[src/rtl/load_store_unit_if.sv]
// Data-memory bus between the load/store unit and memory.
// Request/grant for commands, rvalid for read data.
interface load_store_unit_if;
  logic        dmem_req_out;
  logic        dmem_we_out;
  logic [31:0] dmem_addr_out;
  logic [31:0] dmem_wdata_out;
  logic [3:0]  dmem_wmask_out;
  logic        dmem_gnt_in;
  logic        dmem_rvalid_in;
  logic [31:0] dmem_rdata_in;

  modport master (
    output dmem_req_out, dmem_we_out, dmem_addr_out,
    output dmem_wdata_out, dmem_wmask_out,
    input  dmem_gnt_in, dmem_rvalid_in, dmem_rdata_in
  );

  modport slave (
    input  dmem_req_out, dmem_we_out, dmem_addr_out,
    input  dmem_wdata_out, dmem_wmask_out,
    output dmem_gnt_in, dmem_rvalid_in, dmem_rdata_in
  );
endinterface

[src/rtl/load_store_unit.sv]
// Memory-access stage: one outstanding load/store on the dmem bus.
// Define LSU_TIMEOUT_EN to abort accesses after TIMEOUT_CYCLES.
module load_store_unit #(
  parameter int TIMEOUT_CYCLES = 255
) (
  input  logic        clk_in,
  input  logic        rst_in,
  input  logic        valid_in,
  input  logic        mem_rd_req_in,
  input  logic        mem_wr_req_in,
  input  logic [31:0] iadder_in,
  input  logic [31:0] rs2_in,
  input  logic [1:0]  load_size_in,
  input  logic        load_unsigned_in,
  input  logic [4:0]  rd_addr_in,
  input  logic        rf_wr_en_in,
  load_store_unit_if.master dmem,
  output logic        stall_out,
  output logic [31:0] load_data_out,
  output logic        load_valid_out,
  output logic [4:0]  rd_addr_out,
  output logic        rf_wr_en_out,
  output logic        misaligned_out,
  output logic        bus_err_out
);

  typedef enum logic [1:0] {IDLE, REQ, WAIT} state_t;

  state_t      state, state_nxt;
  logic        is_mem, aligned, accept, mis;
  logic        done, tmo, tmo_abort;
  logic        we_q, uns_q, rfwe_q;
  logic [1:0]  sz_q, off_q;
  logic [4:0]  rd_q;
  logic [31:0] wdata_nxt, sh, ext;
  logic [3:0]  mask_nxt;
  logic [7:0]  byte_v;
  logic [15:0] half_v;

  assign is_mem = valid_in & (mem_rd_req_in | mem_wr_req_in);

  always_comb begin
    aligned = 1'b1;
    if (load_size_in == 2'b01)
      aligned = ~iadder_in[0];
    else if (load_size_in[1])
      aligned = (iadder_in[1:0] == 2'b00);
  end

  assign accept    = (state == IDLE) & is_mem & aligned;
  assign mis       = (state == IDLE) & is_mem & ~aligned;
  assign stall_out = accept | (state != IDLE);

  assign done = ((state == REQ) & dmem.dmem_gnt_in & we_q)
              | ((state == WAIT) & dmem.dmem_rvalid_in);

`ifdef LSU_TIMEOUT_EN
  localparam int CW = $clog2(TIMEOUT_CYCLES + 1);
  logic [CW-1:0] tmo_cnt;

  assign tmo = (state != IDLE)
             & (tmo_cnt >= CW'(TIMEOUT_CYCLES - 1));

  always_ff @(posedge clk_in) begin
    if (!rst_in)
      tmo_cnt <= '0;
    else if (state == IDLE)
      tmo_cnt <= '0;
    else
      tmo_cnt <= tmo_cnt + 1'b1;
  end
`else
  // Parameter kept so both builds share one port list; never true.
  assign tmo = (TIMEOUT_CYCLES < 0);
`endif

  assign tmo_abort = tmo & ~done;

  always_comb begin
    state_nxt = state;
    unique case (state)
      IDLE: if (accept) state_nxt = REQ;
      REQ:  if (dmem.dmem_gnt_in)
              state_nxt = we_q ? IDLE : WAIT;
      WAIT: if (dmem.dmem_rvalid_in) state_nxt = IDLE;
      default: state_nxt = IDLE;
    endcase
    if (tmo_abort) state_nxt = IDLE;
  end

  always_ff @(posedge clk_in) begin
    if (!rst_in) state <= IDLE;
    else         state <= state_nxt;
  end

  always_comb begin
    wdata_nxt = rs2_in;
    mask_nxt  = 4'b1111;
    unique case (1'b1)
      (load_size_in == 2'b00): begin
        wdata_nxt = {4{rs2_in[7:0]}};
        mask_nxt  = 4'b0001 << iadder_in[1:0];
      end
      (load_size_in == 2'b01): begin
        wdata_nxt = {2{rs2_in[15:0]}};
        mask_nxt  = iadder_in[1] ? 4'b1100 : 4'b0011;
      end
      default: ;
    endcase
  end

  always_comb begin
    sh     = dmem.dmem_rdata_in >> {off_q, 3'b000};
    byte_v = sh[7:0];
    half_v = off_q[1] ? dmem.dmem_rdata_in[31:16]
                      : dmem.dmem_rdata_in[15:0];
    ext    = dmem.dmem_rdata_in;
    unique case (1'b1)
      (sz_q == 2'b00):
        ext = {{24{~uns_q & byte_v[7]}}, byte_v};
      (sz_q == 2'b01):
        ext = {{16{~uns_q & half_v[15]}}, half_v};
      default: ;
    endcase
  end

  always_ff @(posedge clk_in) begin
    if (!rst_in) begin
      dmem.dmem_req_out   <= 1'b0;
      dmem.dmem_we_out    <= 1'b0;
      dmem.dmem_addr_out  <= '0;
      dmem.dmem_wdata_out <= '0;
      dmem.dmem_wmask_out <= '0;
      load_data_out       <= '0;
      load_valid_out      <= 1'b0;
      rd_addr_out         <= '0;
      rf_wr_en_out        <= 1'b0;
      misaligned_out      <= 1'b0;
      bus_err_out         <= 1'b0;
      we_q                <= 1'b0;
      uns_q               <= 1'b0;
      rfwe_q              <= 1'b0;
      sz_q                <= '0;
      off_q               <= '0;
      rd_q                <= '0;
    end else begin
      load_valid_out <= 1'b0;
      rf_wr_en_out   <= 1'b0;
      misaligned_out <= mis;
      bus_err_out    <= tmo_abort;
      if (accept) begin
        dmem.dmem_req_out   <= 1'b1;
        dmem.dmem_we_out    <= mem_wr_req_in;
        dmem.dmem_addr_out  <= {iadder_in[31:2], 2'b00};
        dmem.dmem_wdata_out <= wdata_nxt;
        dmem.dmem_wmask_out <= mem_wr_req_in ? mask_nxt : 4'b0000;
        we_q   <= mem_wr_req_in;
        uns_q  <= load_unsigned_in;
        rfwe_q <= rf_wr_en_in;
        sz_q   <= load_size_in;
        off_q  <= iadder_in[1:0];
        rd_q   <= rd_addr_in;
      end
      if ((state == REQ) & dmem.dmem_gnt_in)
        dmem.dmem_req_out <= 1'b0;
      if ((state == WAIT) & dmem.dmem_rvalid_in) begin
        load_data_out  <= ext;
        load_valid_out <= 1'b1;
        rd_addr_out    <= rd_q;
        rf_wr_en_out   <= rfwe_q & (rd_q != 5'd0);
      end
      if (tmo_abort)
        dmem.dmem_req_out <= 1'b0;
    end
  end

endmodule

[src/flat_wrapper.sv]
// flat-port wrapper written by rule: the top's interface ports become plain ports
module load_store_unit_flat 
#(
  parameter int TIMEOUT_CYCLES = 255
)
  (clk_in, rst_in, valid_in, mem_rd_req_in, mem_wr_req_in, iadder_in, rs2_in, load_size_in, load_unsigned_in, rd_addr_in, rf_wr_en_in, stall_out, load_data_out, load_valid_out, rd_addr_out, rf_wr_en_out, misaligned_out, bus_err_out, dmem_dmem_req_out, dmem_dmem_we_out, dmem_dmem_addr_out, dmem_dmem_wdata_out, dmem_dmem_wmask_out, dmem_dmem_gnt_in, dmem_dmem_rvalid_in, dmem_dmem_rdata_in);
  load_store_unit_if dmem_i ();
  input  logic clk_in;
  input  logic rst_in;
  input  logic valid_in;
  input  logic mem_rd_req_in;
  input  logic mem_wr_req_in;
  input  logic [31:0] iadder_in;
  input  logic [31:0] rs2_in;
  input  logic [1:0] load_size_in;
  input  logic load_unsigned_in;
  input  logic [4:0] rd_addr_in;
  input  logic rf_wr_en_in;
  output logic stall_out;
  output logic [31:0] load_data_out;
  output logic load_valid_out;
  output logic [4:0] rd_addr_out;
  output logic rf_wr_en_out;
  output logic misaligned_out;
  output logic bus_err_out;
  output wire logic [$bits(dmem_i.dmem_req_out)-1:0] dmem_dmem_req_out;
  output wire logic [$bits(dmem_i.dmem_we_out)-1:0] dmem_dmem_we_out;
  output wire logic [$bits(dmem_i.dmem_addr_out)-1:0] dmem_dmem_addr_out;
  output wire logic [$bits(dmem_i.dmem_wdata_out)-1:0] dmem_dmem_wdata_out;
  output wire logic [$bits(dmem_i.dmem_wmask_out)-1:0] dmem_dmem_wmask_out;
  input wire logic [$bits(dmem_i.dmem_gnt_in)-1:0] dmem_dmem_gnt_in;
  input wire logic [$bits(dmem_i.dmem_rvalid_in)-1:0] dmem_dmem_rvalid_in;
  input wire logic [$bits(dmem_i.dmem_rdata_in)-1:0] dmem_dmem_rdata_in;
  assign dmem_dmem_req_out = dmem_i.dmem_req_out;
  assign dmem_dmem_we_out = dmem_i.dmem_we_out;
  assign dmem_dmem_addr_out = dmem_i.dmem_addr_out;
  assign dmem_dmem_wdata_out = dmem_i.dmem_wdata_out;
  assign dmem_dmem_wmask_out = dmem_i.dmem_wmask_out;
  assign dmem_i.dmem_gnt_in = dmem_dmem_gnt_in;
  assign dmem_i.dmem_rvalid_in = dmem_dmem_rvalid_in;
  assign dmem_i.dmem_rdata_in = dmem_dmem_rdata_in;
  load_store_unit #(.TIMEOUT_CYCLES(TIMEOUT_CYCLES)) u_core (.clk_in(clk_in), .rst_in(rst_in), .valid_in(valid_in), .mem_rd_req_in(mem_rd_req_in), .mem_wr_req_in(mem_wr_req_in), .iadder_in(iadder_in), .rs2_in(rs2_in), .load_size_in(load_size_in), .load_unsigned_in(load_unsigned_in), .rd_addr_in(rd_addr_in), .rf_wr_en_in(rf_wr_en_in), .dmem(dmem_i), .stall_out(stall_out), .load_data_out(load_data_out), .load_valid_out(load_valid_out), .rd_addr_out(rd_addr_out), .rf_wr_en_out(rf_wr_en_out), .misaligned_out(misaligned_out), .bus_err_out(bus_err_out));
endmodule
[config.mk]
export PLATFORM = sky130hd
export DESIGN_NAME = load_store_unit_flat
export DESIGN_NICKNAME = d
export VERILOG_FILES = /design/src/rtl/load_store_unit_if.sv /design/src/rtl/load_store_unit.sv /design/src/flat_wrapper.sv
export SDC_FILE = /design/constraint.sdc
export NUM_CORES = 1
export LEC_CHECK = 0
export BUFFER_PORTS_ARGS = -buffer_cell sky130_fd_sc_hd__clkbuf_2
export CORE_UTILIZATION = 30
export CTS_CLUSTER_DIAMETER = 150
export DETAILED_ROUTE_END_ITERATION = 12
export PLACE_DENSITY = 0.66
export SKIP_LAST_GASP = 1
export SYNTH_ARGS = -nofsm -noshare
export SYNTH_HDL_FRONTEND = slang
export SYNTH_SLANG_ARGS = --single-unit
[constraint.sdc]
create_clock -name clk_in -period 1.4 [get_ports clk_in]
set_input_delay 0.28 -clock clk_in [delete_from_list [all_inputs] [get_ports clk_in]]
set_output_delay 0.28 -clock clk_in [all_outputs]
set_load 0.005 [all_outputs]
==> metrics.cfg <==
[routing]
final_antenna_net_count=0
via_count=5635
avgViaCountPerCell=4.75
wl_per_cell_um=15.7
firstDrtPassIters=4
drtIter0Drc=253
wl_mm=18.6
drc=0

[yosys]
synthCells=654
synth_area_sq_mm=0.00598
synth-seq-area-share_pct=40.5
synthTopCellsByArea=dfxtp_1, mux2i_1, nand2_1
synth_edf_count=0
synth.distinct_cells=53
yosysWarnings=0
ys_ff_latch=121
synthArstFlopShare_pct=0
synth_top_cell_by_area=dfxtp_1
netlist.area_leader.share_pct=40.5
synthFlopType=dfxtp_1
avgSynthCellArea_sq_um=9.14

[power_and_ir_drop]
p_sw_share_pct=25.4
p_leak_nw=3.91
p_per_area_mw_per_mm2=1040
irDropWorstVdd_mv=0.674
combPwrFrac_pct=16.1
p_total_mw=9.22
p_sw_mw=2.34
clkPwrFrac_pct=44.1
cell_internal_pwr_mw=6.88
pwr-share-seq_pct=39.8

[sta]
final-setup-viol-count=87
fin_skew_ns=0.00742
rsz0062_at_grt=yes
hold_viol=0
fin_hold_ws_ns=0.0981
finalCritPeriodShare_pct=124
maxSlewViolCount=0
clock.fmax_mhz=578
min_period_ns=1.73
finalWorstSetupSlack_ns=-0.330

[clocking]
htree_num_levels=4
clk_latency_ns=0.41
clk_path_buf_depth=2
numCtsBuffers=17
ctsRootBufferMaster=clkbuf_16
cts.hold.buffers_added=0
cts.sinks=121
cts_tree=built
clk_pin_slew_ns=0.05

[setup_path]
cp-end-kind=primary output
worstPathArrival_ns=1.45
critPathLaunchType=flip-flop
critPathMaxFanout=2
critPathSlowestCell=dfxtp_2
criticalPathCategory=flip-flop to primary output
path_cells=nor3b_4 -> and4_4 -> or3_1 -> clkbuf_2
cp.required_ns=1.12
slowest_delay_ns=0.33

[finish]
drive_above_1_share_pct=46.1
design_area_sq_mm=0.00883
stdcell_count=1186
syn_to_final_growth_pct=47.8
fin_nets=1023
diodes=0

[floorplan]
dieArea_sq_mm=0.0205
die-width_um=143
io_pins=224
rows=51
core_sq_mm=0.0195
initial_core_util_pct=30.6
fp.dieH_um=143

[global_route]
grt_use_total_pct=16.8
grt_max_degree=41
overflow=0
grt_antenna_before_repair=0
grt_pass1_wl_mm=26.5
grt_pass1_vias=5038

[placed_design]
placedCellCount=1129
numPortBuffers=220
globalplace.congestion=0.816
dpl.hpwl_mm=12.6
postPlaceCellArea_sq_mm=0.00746

[run_status]
run_status=complete, but fails checks
violations=negative setup slack

[min_path]
hold_class=input port to flip-flop

[job]
cap_violations=0

power groups by stage:
stage	clock network (mW)	logic [mW]	registers, mW
after floorplan	0	0.727	3.74
after global placement	0	1.22	3.74
after detailed placement	0	1.23	3.74
after CTS	4.18	1.39	3.67
after global routing	4.34	1.60	3.69
final	4.07	1.49	3.67
per-stage QoR:
step	TNS [ns]	setup WS, ns	util [%]
4_1_cts	-14.21	-0.378	43.2
2_1_floorplan	-0.0442	-0.0442	-
6_report	-8.22	-0.330	45.2
3_5_place_dp	-7.37	-0.152	38.2
3_3_place_gp	-5.62	-0.164	38.2
5_1_grt	-18.57	-0.449	45.2
flip-flops by register name (all words and copies together), names as in the netlist, 2 cells and up:
signal	flops
u_core.dmem.dmem_wmask_out	4
u_core.state	2
u_core.rd_q	5
u_core.sz_q	2
u_core.off_q	2
u_core.load_data_out	32
u_core.dmem.dmem_addr_out	30
u_core.rd_addr_out	5
u_core.dmem.dmem_wdata_out	32
cells in the final DEF, fill, tap and decap left out, types with 3 or more instances in the layout:
| cell type | instances |
|---|---|
| clkbuf_2 | 219 |
| nand2_1 | 147 |
| dfxtp_1 | 118 |
| mux2i_1 | 82 |
| buf_4 | 35 |
| a21oi_2 | 24 |
| mux2_2 | 23 |
| clkbuf_16 | 20 |
| o21ai_0 | 19 |
| buf_6 | 19 |
| nand2b_1 | 17 |
| o21a_1 | 17 |
| nor3b_1 | 16 |
| a21oi_1 | 13 |
| buf_12 | 13 |
| nor2_1 | 10 |
| o21ai_2 | 9 |
| o211ai_1 | 8 |
| nor2b_1 | 8 |
| a211oi_2 | 7 |
| a32oi_1 | 7 |
| buf_8 | 6 |
| a21oi_4 | 5 |
| a221oi_2 | 5 |
| o21ai_1 | 4 |
| clkinv_2 | 4 |
| a21boi_0 | 3 |
| conb_1 | 3 |
| clkbuf_8 | 3 |
cells by family (layout without fill, tap and decap cells):
group | Yosys count | after routing | share of synthesized area, %
buf+inv | 63 | 328 | 7.05
mux | 109 | 109 | 19.1
flops | 121 | 121 | 40.5
simple gates | 220 | 220 | 17.4
xor+xnor | 1 | 1 | 0.147
compound gates | 139 | 139 | 15.7
other cells | 1 | 3 | 0.0627
final cells by class:
| class | instances | area, sq um |
|---|---|---|
| timing repair buffer | 298 | 2090 |
| multi-input combinational | 472 | 3440 |
| inverter | 1 | 3.75 |
| tap | 265 | 332 |
| fill | 1905 | 10700 |
| clock buffer | 21 | 470 |
| clock inverter | 8 | 73.8 |
| sequential | 121 | 2430 |
synthesized netlist by cell type, drive strengths merged (2+ instances only):
cell and count:
a211oi 7, a21boi 5, a21oi 42, a221oi 7
a31oi 2, a32oi 8, and3b 2, buf 36
clkbuf 26, dfxtp 121, mux2 25, mux2i 83
nand2 149, nand2b 17, nand3b 3, nor2 10
nor2b 9, nor3b 18, o211ai 8, o21a 17
o21ai 33, o21bai 2, o22ai 2, or2 2
or3 2
path summary, 6_finish.rpt:
kind	cells after the start	endpoint	slack, ns	startpoint
setup / recovery	4	stall_out	-0.33	u_core.state[1]
hold / removal	3	u_core.dmem.dmem_addr_out[3]	0.1	iadder_in[3]
setup reg to reg	7	u_core.dmem.dmem_addr_out[30]	-0.19	u_core.state[1]
hold reg to reg	2	u_core.rd_addr_out[2]	0.45	u_core.rd_addr_out[2]
what timing repair did:
action                     4_1_cts  5_1_grt
pin swaps                        7       10
gates cloned                     6        7
gates resized for setup         38       84
hold endpoints to repair         0        0
setup endpoints to repair       79      119
setup buffers                   11        9
routing by layer:
layer / global-route usage, % / wire length (um)
met1: 21.5 / 8500
met3: 3.92 / 945
met5: 0 / 0
met2: 26.9 / 8910
met4: 6.96 / 276
worst max-delay path, delay by kind of cell (launching register included):
kind / cells / cell delay (ns)
simple gates: 3 / 0.61
buf+inv: 1 / 0.11
flops: 1 / 0.33
No activity file was read; power rests on OpenSTA's default activity.
